File: config.mk
export PLATFORM = sky130hd
export DESIGN_NAME = mem_port_arbiter_flat
export DESIGN_NICKNAME = d
export VERILOG_FILES = /design/src/rtl/mem_port_if.sv /design/src/rtl/mem_port_arbiter.sv /design/src/flat_wrapper.sv
export SDC_FILE = /design/constraint.sdc
export NUM_CORES = 1
export LEC_CHECK = 0
export BUFFER_PORTS_ARGS = -buffer_cell sky130_fd_sc_hd__buf_2
export CAP_MARGIN = 20
export CORE_UTILIZATION = 30
export DETAILED_ROUTE_END_ITERATION = 7
export PLACE_DENSITY = 0.77
export SLEW_MARGIN = 30
export SYNTH_ARGS = -nofsm -noshare
export SYNTH_HDL_FRONTEND = slang
export SYNTH_SLANG_ARGS = --single-unit
File: constraint.sdc
create_clock -name clk -period 1.4 [get_ports clk]
set_input_delay 0.07 -clock clk [delete_from_list [all_inputs] [get_ports clk]]
set_output_delay 0.07 -clock clk [all_outputs]
set_load 0.02 [all_outputs]
File: src/rtl/mem_port_if.sv
// Bundles the fetch, load/store and memory-port signals of mem_port_arbiter.
// slave is the arbiter's view; master is the requesters' and memory's view.
interface mem_port_if #(
  parameter int unsigned ADDR_W = 13
);
  localparam int unsigned DATA_W = 32;

  logic              if_req;
  logic [DATA_W-1:0] if_addr;
  logic              if_valid;
  logic [DATA_W-1:0] if_data;
  logic              if_err;

  logic              d_req;
  logic              d_we;
  logic [DATA_W-1:0] d_addr;
  logic [DATA_W-1:0] d_wdata;
  logic              d_valid;
  logic [DATA_W-1:0] d_rdata;
  logic              d_err;

  logic              mem_we;
  logic [ADDR_W-1:0] mem_addr;
  logic [DATA_W-1:0] mem_din;
  logic [DATA_W-1:0] mem_dout;

  modport slave (
    input  if_req, if_addr, d_req, d_we, d_addr, d_wdata, mem_dout,
    output if_valid, if_data, if_err, d_valid, d_rdata, d_err,
           mem_we, mem_addr, mem_din
  );

  modport master (
    output if_req, if_addr, d_req, d_we, d_addr, d_wdata, mem_dout,
    input  if_valid, if_data, if_err, d_valid, d_rdata, d_err,
           mem_we, mem_addr, mem_din
  );
endinterface

File: src/rtl/mem_port_arbiter.sv
// Fetch / load-store arbiter for the single-port unified memory, one access per slot.
// Optional MEM_ADDR_CHECK_EN rejects misaligned or out-of-range byte addresses.
module mem_port_arbiter #(
  parameter int unsigned ADDR_W = 13
) (
  input logic       clk,
  input logic       rst_n,
  mem_port_if.slave bus
);
  localparam int unsigned DATA_W = 32;

  typedef enum logic [1:0] {IDLE, BUSY_I, BUSY_D} state_t;
  typedef enum logic {GRANT_I, GRANT_D} grant_t;

  state_t            state_q, state_d;
  grant_t            last_q, last_d;
  logic              armed_q;
  logic [ADDR_W-1:0] addr_q, addr_d;
  logic [DATA_W-1:0] din_q, din_d;
  logic              d_we_q, d_we_d;
  logic              err_q, err_d;
  logic              i_try, d_try, grant_i, grant_d, mem_we_c;
  logic              if_bad, d_bad;
  logic              i_resp, d_resp;

`ifdef MEM_ADDR_CHECK_EN
  assign if_bad = (bus.if_addr[1:0] != 2'b00) || (bus.if_addr[DATA_W-1:ADDR_W+2] != '0);
  assign d_bad  = (bus.d_addr[1:0]  != 2'b00) || (bus.d_addr[DATA_W-1:ADDR_W+2]  != '0);
`else
  // Byte-offset and upper address bits are don't-care: accesses alias modulo the memory size.
  logic unused_addr_bits;
  assign if_bad = 1'b0;
  assign d_bad  = 1'b0;
  assign unused_addr_bits = ^{bus.if_addr[1:0], bus.if_addr[DATA_W-1:ADDR_W+2],
                              bus.d_addr[1:0],  bus.d_addr[DATA_W-1:ADDR_W+2]};
`endif

  // A requester seen completing this cycle is ignored; nothing issues in the cycle after reset release.
  assign i_try = rst_n && armed_q && (state_q != BUSY_I) && bus.if_req;
  assign d_try = rst_n && armed_q && (state_q != BUSY_D) && bus.d_req;

  // Grant, next state and memory-port shadow update.
  always_comb begin
    state_d  = IDLE;
    last_d   = last_q;
    addr_d   = addr_q;
    din_d    = din_q;
    d_we_d   = d_we_q;
    err_d    = err_q;
    mem_we_c = 1'b0;
    grant_i  = i_try && !(d_try && (last_q == GRANT_I));
    grant_d  = d_try && !grant_i;
    if (grant_i) begin
      state_d = BUSY_I;
      last_d  = GRANT_I;
      err_d   = if_bad;
      if (!if_bad) addr_d = bus.if_addr[ADDR_W+1:2];
    end else if (grant_d) begin
      state_d = BUSY_D;
      last_d  = GRANT_D;
      err_d   = d_bad;
      d_we_d  = bus.d_we;
      if (!d_bad) begin
        addr_d = bus.d_addr[ADDR_W+1:2];
        if (bus.d_we) begin
          mem_we_c = 1'b1;
          din_d    = bus.d_wdata;
        end
      end
    end
  end

  assign i_resp = rst_n && (state_q == BUSY_I);
  assign d_resp = rst_n && (state_q == BUSY_D);

  // Port drive; everything reads as zero while reset is asserted.
  always_comb begin
    bus.mem_we   = mem_we_c;
    bus.mem_addr = rst_n ? addr_d : '0;
    bus.mem_din  = rst_n ? din_d  : '0;
    bus.if_valid = i_resp;
    bus.if_err   = i_resp && err_q;
    bus.if_data  = (i_resp && !err_q) ? bus.mem_dout : '0;
    bus.d_valid  = d_resp;
    bus.d_err    = d_resp && err_q;
    bus.d_rdata  = (d_resp && !err_q && !d_we_q) ? bus.mem_dout : '0;
  end

  always_ff @(posedge clk) begin
    if (!rst_n) begin
      state_q <= IDLE;
      last_q  <= GRANT_I;
      armed_q <= 1'b0;
      addr_q  <= '0;
      din_q   <= '0;
      d_we_q  <= 1'b0;
      err_q   <= 1'b0;
    end else begin
      state_q <= state_d;
      last_q  <= last_d;
      armed_q <= 1'b1;
      addr_q  <= addr_d;
      din_q   <= din_d;
      d_we_q  <= d_we_d;
      err_q   <= err_d;
    end
  end
endmodule

File: src/flat_wrapper.sv
// flat-port wrapper written by rule: the top's interface ports become plain ports
module mem_port_arbiter_flat 
#(
  parameter int unsigned ADDR_W = 13
)
  (clk, rst_n, bus_if_req, bus_if_addr, bus_d_req, bus_d_we, bus_d_addr, bus_d_wdata, bus_mem_dout, bus_if_valid, bus_if_data, bus_if_err, bus_d_valid, bus_d_rdata, bus_d_err, bus_mem_we, bus_mem_addr, bus_mem_din);
  mem_port_if #(.ADDR_W(ADDR_W)) bus_i ();
  input logic clk;
  input logic rst_n;
  input wire logic [$bits(bus_i.if_req)-1:0] bus_if_req;
  input wire logic [$bits(bus_i.if_addr)-1:0] bus_if_addr;
  input wire logic [$bits(bus_i.d_req)-1:0] bus_d_req;
  input wire logic [$bits(bus_i.d_we)-1:0] bus_d_we;
  input wire logic [$bits(bus_i.d_addr)-1:0] bus_d_addr;
  input wire logic [$bits(bus_i.d_wdata)-1:0] bus_d_wdata;
  input wire logic [$bits(bus_i.mem_dout)-1:0] bus_mem_dout;
  output wire logic [$bits(bus_i.if_valid)-1:0] bus_if_valid;
  output wire logic [$bits(bus_i.if_data)-1:0] bus_if_data;
  output wire logic [$bits(bus_i.if_err)-1:0] bus_if_err;
  output wire logic [$bits(bus_i.d_valid)-1:0] bus_d_valid;
  output wire logic [$bits(bus_i.d_rdata)-1:0] bus_d_rdata;
  output wire logic [$bits(bus_i.d_err)-1:0] bus_d_err;
  output wire logic [$bits(bus_i.mem_we)-1:0] bus_mem_we;
  output wire logic [$bits(bus_i.mem_addr)-1:0] bus_mem_addr;
  output wire logic [$bits(bus_i.mem_din)-1:0] bus_mem_din;
  assign bus_i.if_req = bus_if_req;
  assign bus_i.if_addr = bus_if_addr;
  assign bus_i.d_req = bus_d_req;
  assign bus_i.d_we = bus_d_we;
  assign bus_i.d_addr = bus_d_addr;
  assign bus_i.d_wdata = bus_d_wdata;
  assign bus_i.mem_dout = bus_mem_dout;
  assign bus_if_valid = bus_i.if_valid;
  assign bus_if_data = bus_i.if_data;
  assign bus_if_err = bus_i.if_err;
  assign bus_d_valid = bus_i.d_valid;
  assign bus_d_rdata = bus_i.d_rdata;
  assign bus_d_err = bus_i.d_err;
  assign bus_mem_we = bus_i.mem_we;
  assign bus_mem_addr = bus_i.mem_addr;
  assign bus_mem_din = bus_i.mem_din;
  mem_port_arbiter #(.ADDR_W(ADDR_W)) u_core (.clk(clk), .rst_n(rst_n), .bus(bus_i));
endmodule
==> flow_metrics.py <==
metrics = {
    "logic_synthesis": {
        "yosys.area.top_type_share": 0.372,
        "yosysWarnings": 0,
        "synth_async_sr_flop_share": 0,
        "ys_ff_latch": 50,
        "seq_area_frac_synth": 0.372,
        "syn_area_per_cell_um2": 8.68,
        "synth_cells": 310,
        "yosys.area.top_type": "dfxtp_1",
        "synth_edf_count": 0,
        "synthFlopType": "dfxtp_1",
        "synthesis.area_um2": 2690,
        "synth_area_leaders": "dfxtp_1 (37%), mux2i_1 (17%), and2_1 (15%)",
        "synth.distinct_cells": 27,
    },
    "cells_and_area": {
        "layout-drive-gt1-share": 0.698,
        "instances_no_fill": 654,
        "multiInputGateArea_um2": 2120,
        "antennaDiodeCount": 0,
        "fin_nets": 678,
        "regArea_um2": 1000,
        "finish.utilization": 0.662,
        "fillers": 635,
        "area_delta_synth_final_pct": 115,
    },
    "drt": {
        "firstDrtPassIters": 4,
        "routed_wl_um": 10400,
        "via_per_inst": 4.67,
        "drt_iter0_markers": 61,
        "ant_nets": 0,
        "drc_errors": 0,
        "wire_per_inst_um": 15.8,
        "via_count": 3055,
    },
    "critical_path": {
        "worstSetupStartpointType": "flip-flop",
        "crit_chain": "nand2b_4 > a21boi_4 > nor3b_4 > buf_4 > buf_12 > mux2i_2 > buf_4",
        "required_ps": 1330,
        "cp_slowest_stage_delay_ps": 340,
        "worst_r2r_path_depth": 9,
        "critPathMaxFanout": 5,
        "crit_type": "reg2out",
        "cp_common_cell": "buf_4",
        "crit_arrival_ps": 1910,
        "end_kind": "primary output",
        "critPathSlowestCell": "dfxtp_2",
    },
    "floorplan": {
        "dieHeight_um": 96.7,
        "coreArea_um2": 8720,
        "die_w_um": 96.7,
        "die-area_um2": 9350,
        "start_util": 0.308,
        "std_cell_rows": 34,
        "num_io_pins": 247,
    },
    "sta": {
        "hold_violations": 0,
        "min_period_ps": 1980,
        "finalSetupViolCount": 156,
        "grt_setup_unrepaired": "yes",
        "clock-skew-final_ps": 14.7,
        "fin_crit_sh": 1.42,
        "whs_ps": 15.3,
        "final_max_slew_viol_count": 0,
        "max_freq_mhz": 504,
        "setup_ws_ps": -584,
        "fin_setup_tns_ps": -50000,
    },
    "status": {
        "violations": "setup timing",
        "status": "finished with violations",
    },
    "clock_network": {
        "cts_buffers": 5,
        "cts-root-buf": "clkbuf_8",
        "cts_tree": "built",
        "clk_pin_slew_ps": 100,
        "cts_buffer_depth": 2,
        "cts-htree-levels": 2,
        "insertion_delay_ps": 300,
        "cts.sinks": 50,
    },
    "pwr": {
        "power_mw": 3.53,
        "peakVddDrop_uv": 461,
        "p_per_area_nw_per_um2": 611,
        "static-leakage-power_nw": 2.67,
    },
    "place": {
        "gp_congestion": 0.843,
        "port_buffers": 206,
        "dpl.hpwl_um": 6790,
        "dp.cells": 621,
    },
    "worst_hold_path": {
        "hold_depth": 2,
        "hp-class": "in2reg",
    },
    "global_routing": {
        "grt_pass1_vias": 3094,
        "grt_max_degree": 47,
        "grt.total_usage": 0.203,
        "grt_pass1_wl_um": 15300,
        "globalRoute.totalOverflow": 0,
        "antenna_found_initial": 0,
    },
    "flow_run": {
        "cap_violations": 0,
    },
}
-- worst paths after layout --
check	slack, ps	startpoint	endpoint
max reg2reg	-330	u_core.state_q[1]$_SDFF_PP0_	u_core.addr_q[6]$_DFF_P_
max	-580	u_core.state_q[1]$_SDFF_PP0_	bus_mem_din[2]
min	20	bus_if_addr[11]	u_core.addr_q[9]$_DFF_P_
min reg2reg	500	u_core.din_q[0]$_DFF_P_	u_core.din_q[0]$_DFF_P_
-- layer usage --
| layer | track usage | share of wire | up-vias |
|---|---|---|---|
| li1 | - | - | 1457 |
| met2 | 0.404 | 0.58 | 138 |
| met4 | 0.0654 | 0.021 | 0 |
| met1 | 0.209 | 0.34 | 1445 |
| met3 | 0.0412 | 0.058 | 15 |
| met5 | 0 | 0 | - |
-- sequential cells by signal (all words and copies together), names as in the netlist --
signal,cells
u_core.addr_q,13
u_core.state_q,2
u_core.last_q,1
u_core.d_we_q,1
u_core.din_q,32
u_core.armed_q,1
-- timing repair --
action                                  in CTS  in global routing
buffers inserted                            11                  8
hold buffers                                 1                  0
cloned                                       6                  1
resized for setup                          225                 82
pin swaps                                   12                 16
endpoints found under the setup margin     152                158
hold endpoints to repair                     1                  0
-- synth_stat cells (2+ instances only) --
| cell type | instances |
|---|---|
| clkbuf_1 | 10 |
| nor2_1 | 4 |
| mux2_2 | 13 |
| buf_6 | 3 |
| and2_1 | 65 |
| nand2_1 | 93 |
| buf_2 | 5 |
| buf_12 | 2 |
| mux2i_1 | 45 |
| buf_4 | 3 |
| dfxtp_1 | 50 |
| buf_8 | 2 |
-- area by class of cell --
| cell class | instances | share of cell area |
|---|---|---|
| repair buffers | 252 | 0.417 |
| flip-flops and latches | 50 | 0.174 |
| clock buffers | 6 | 0.0143 |
| well taps | 108 | 0.0234 |
| multi-input cells | 234 | 0.367 |
| inverters | 2 | 0.00130 |
| clock inverters | 2 | 0.00282 |
-- kinds of logic after synthesis --
logic type	after synthesis	synth area share
AND/OR/NAND/NOR	171	0.319
multiplexers	58	0.222
flip-flops	50	0.372
AO/OA/AOI/OAI	3	0.0130
buffers and inverters	27	0.0730
other	1	0.00139
-- cell usage in the layout, fill, tap and decap left out --
| cell | n |
|---|---|
| nor3_1 | 1 |
| buf_16 | 4 |
| nor2_4 | 1 |
| nand3b_1 | 1 |
| and2_4 | 65 |
| clkinvlp_4 | 1 |
| mux2_4 | 13 |
| dlygate4sd3_1 | 1 |
| inv_1 | 1 |
| buf_2 | 94 |
| buf_12 | 18 |
| nand3_4 | 1 |
| buf_6 | 113 |
| o2bb2ai_1 | 1 |
| and2b_1 | 1 |
| nor2_1 | 3 |
| dfxtp_2 | 2 |
| clkbuf_8 | 6 |
| mux2i_2 | 3 |
| dfxtp_1 | 48 |
| conb_1 | 2 |
| nor3b_4 | 1 |
| a211oi_2 | 1 |
| inv_6 | 1 |
| inv_2 | 1 |
| buf_4 | 21 |
| a21boi_4 | 1 |
| mux2i_1 | 13 |
| nand2b_4 | 2 |
| mux2i_4 | 29 |
| nand2_1 | 93 |
| clkbuf_16 | 1 |
| and3_4 | 1 |
| nor3_4 | 1 |
-- power by group --
group,internal [mW],switching [mW],leakage [nW]
sequential,1.49,0.0239,0.409
clock,0.408,0.501,0.0478
combinational,0.591,0.511,2.21
total,2.49,1.04,2.67
-- through the flow --
stage                     setup slack (ps)  cell area, um2
after CTS                             -564            5460
final                                 -584            5770
after detailed placement              -247            4400
after global placement                -252            4400
after global routing                  -653            5770
after floorplan                       -157            3120
-- critical path: cells and delay by family (launching register included) --
kind | cells | cell delay [ps]
buf+inv | 3 | 500
flops | 1 | 340
simple gates | 2 | 380
compound gates | 1 | 140
mux | 1 | 250
Power figures use the tool's default switching activity.
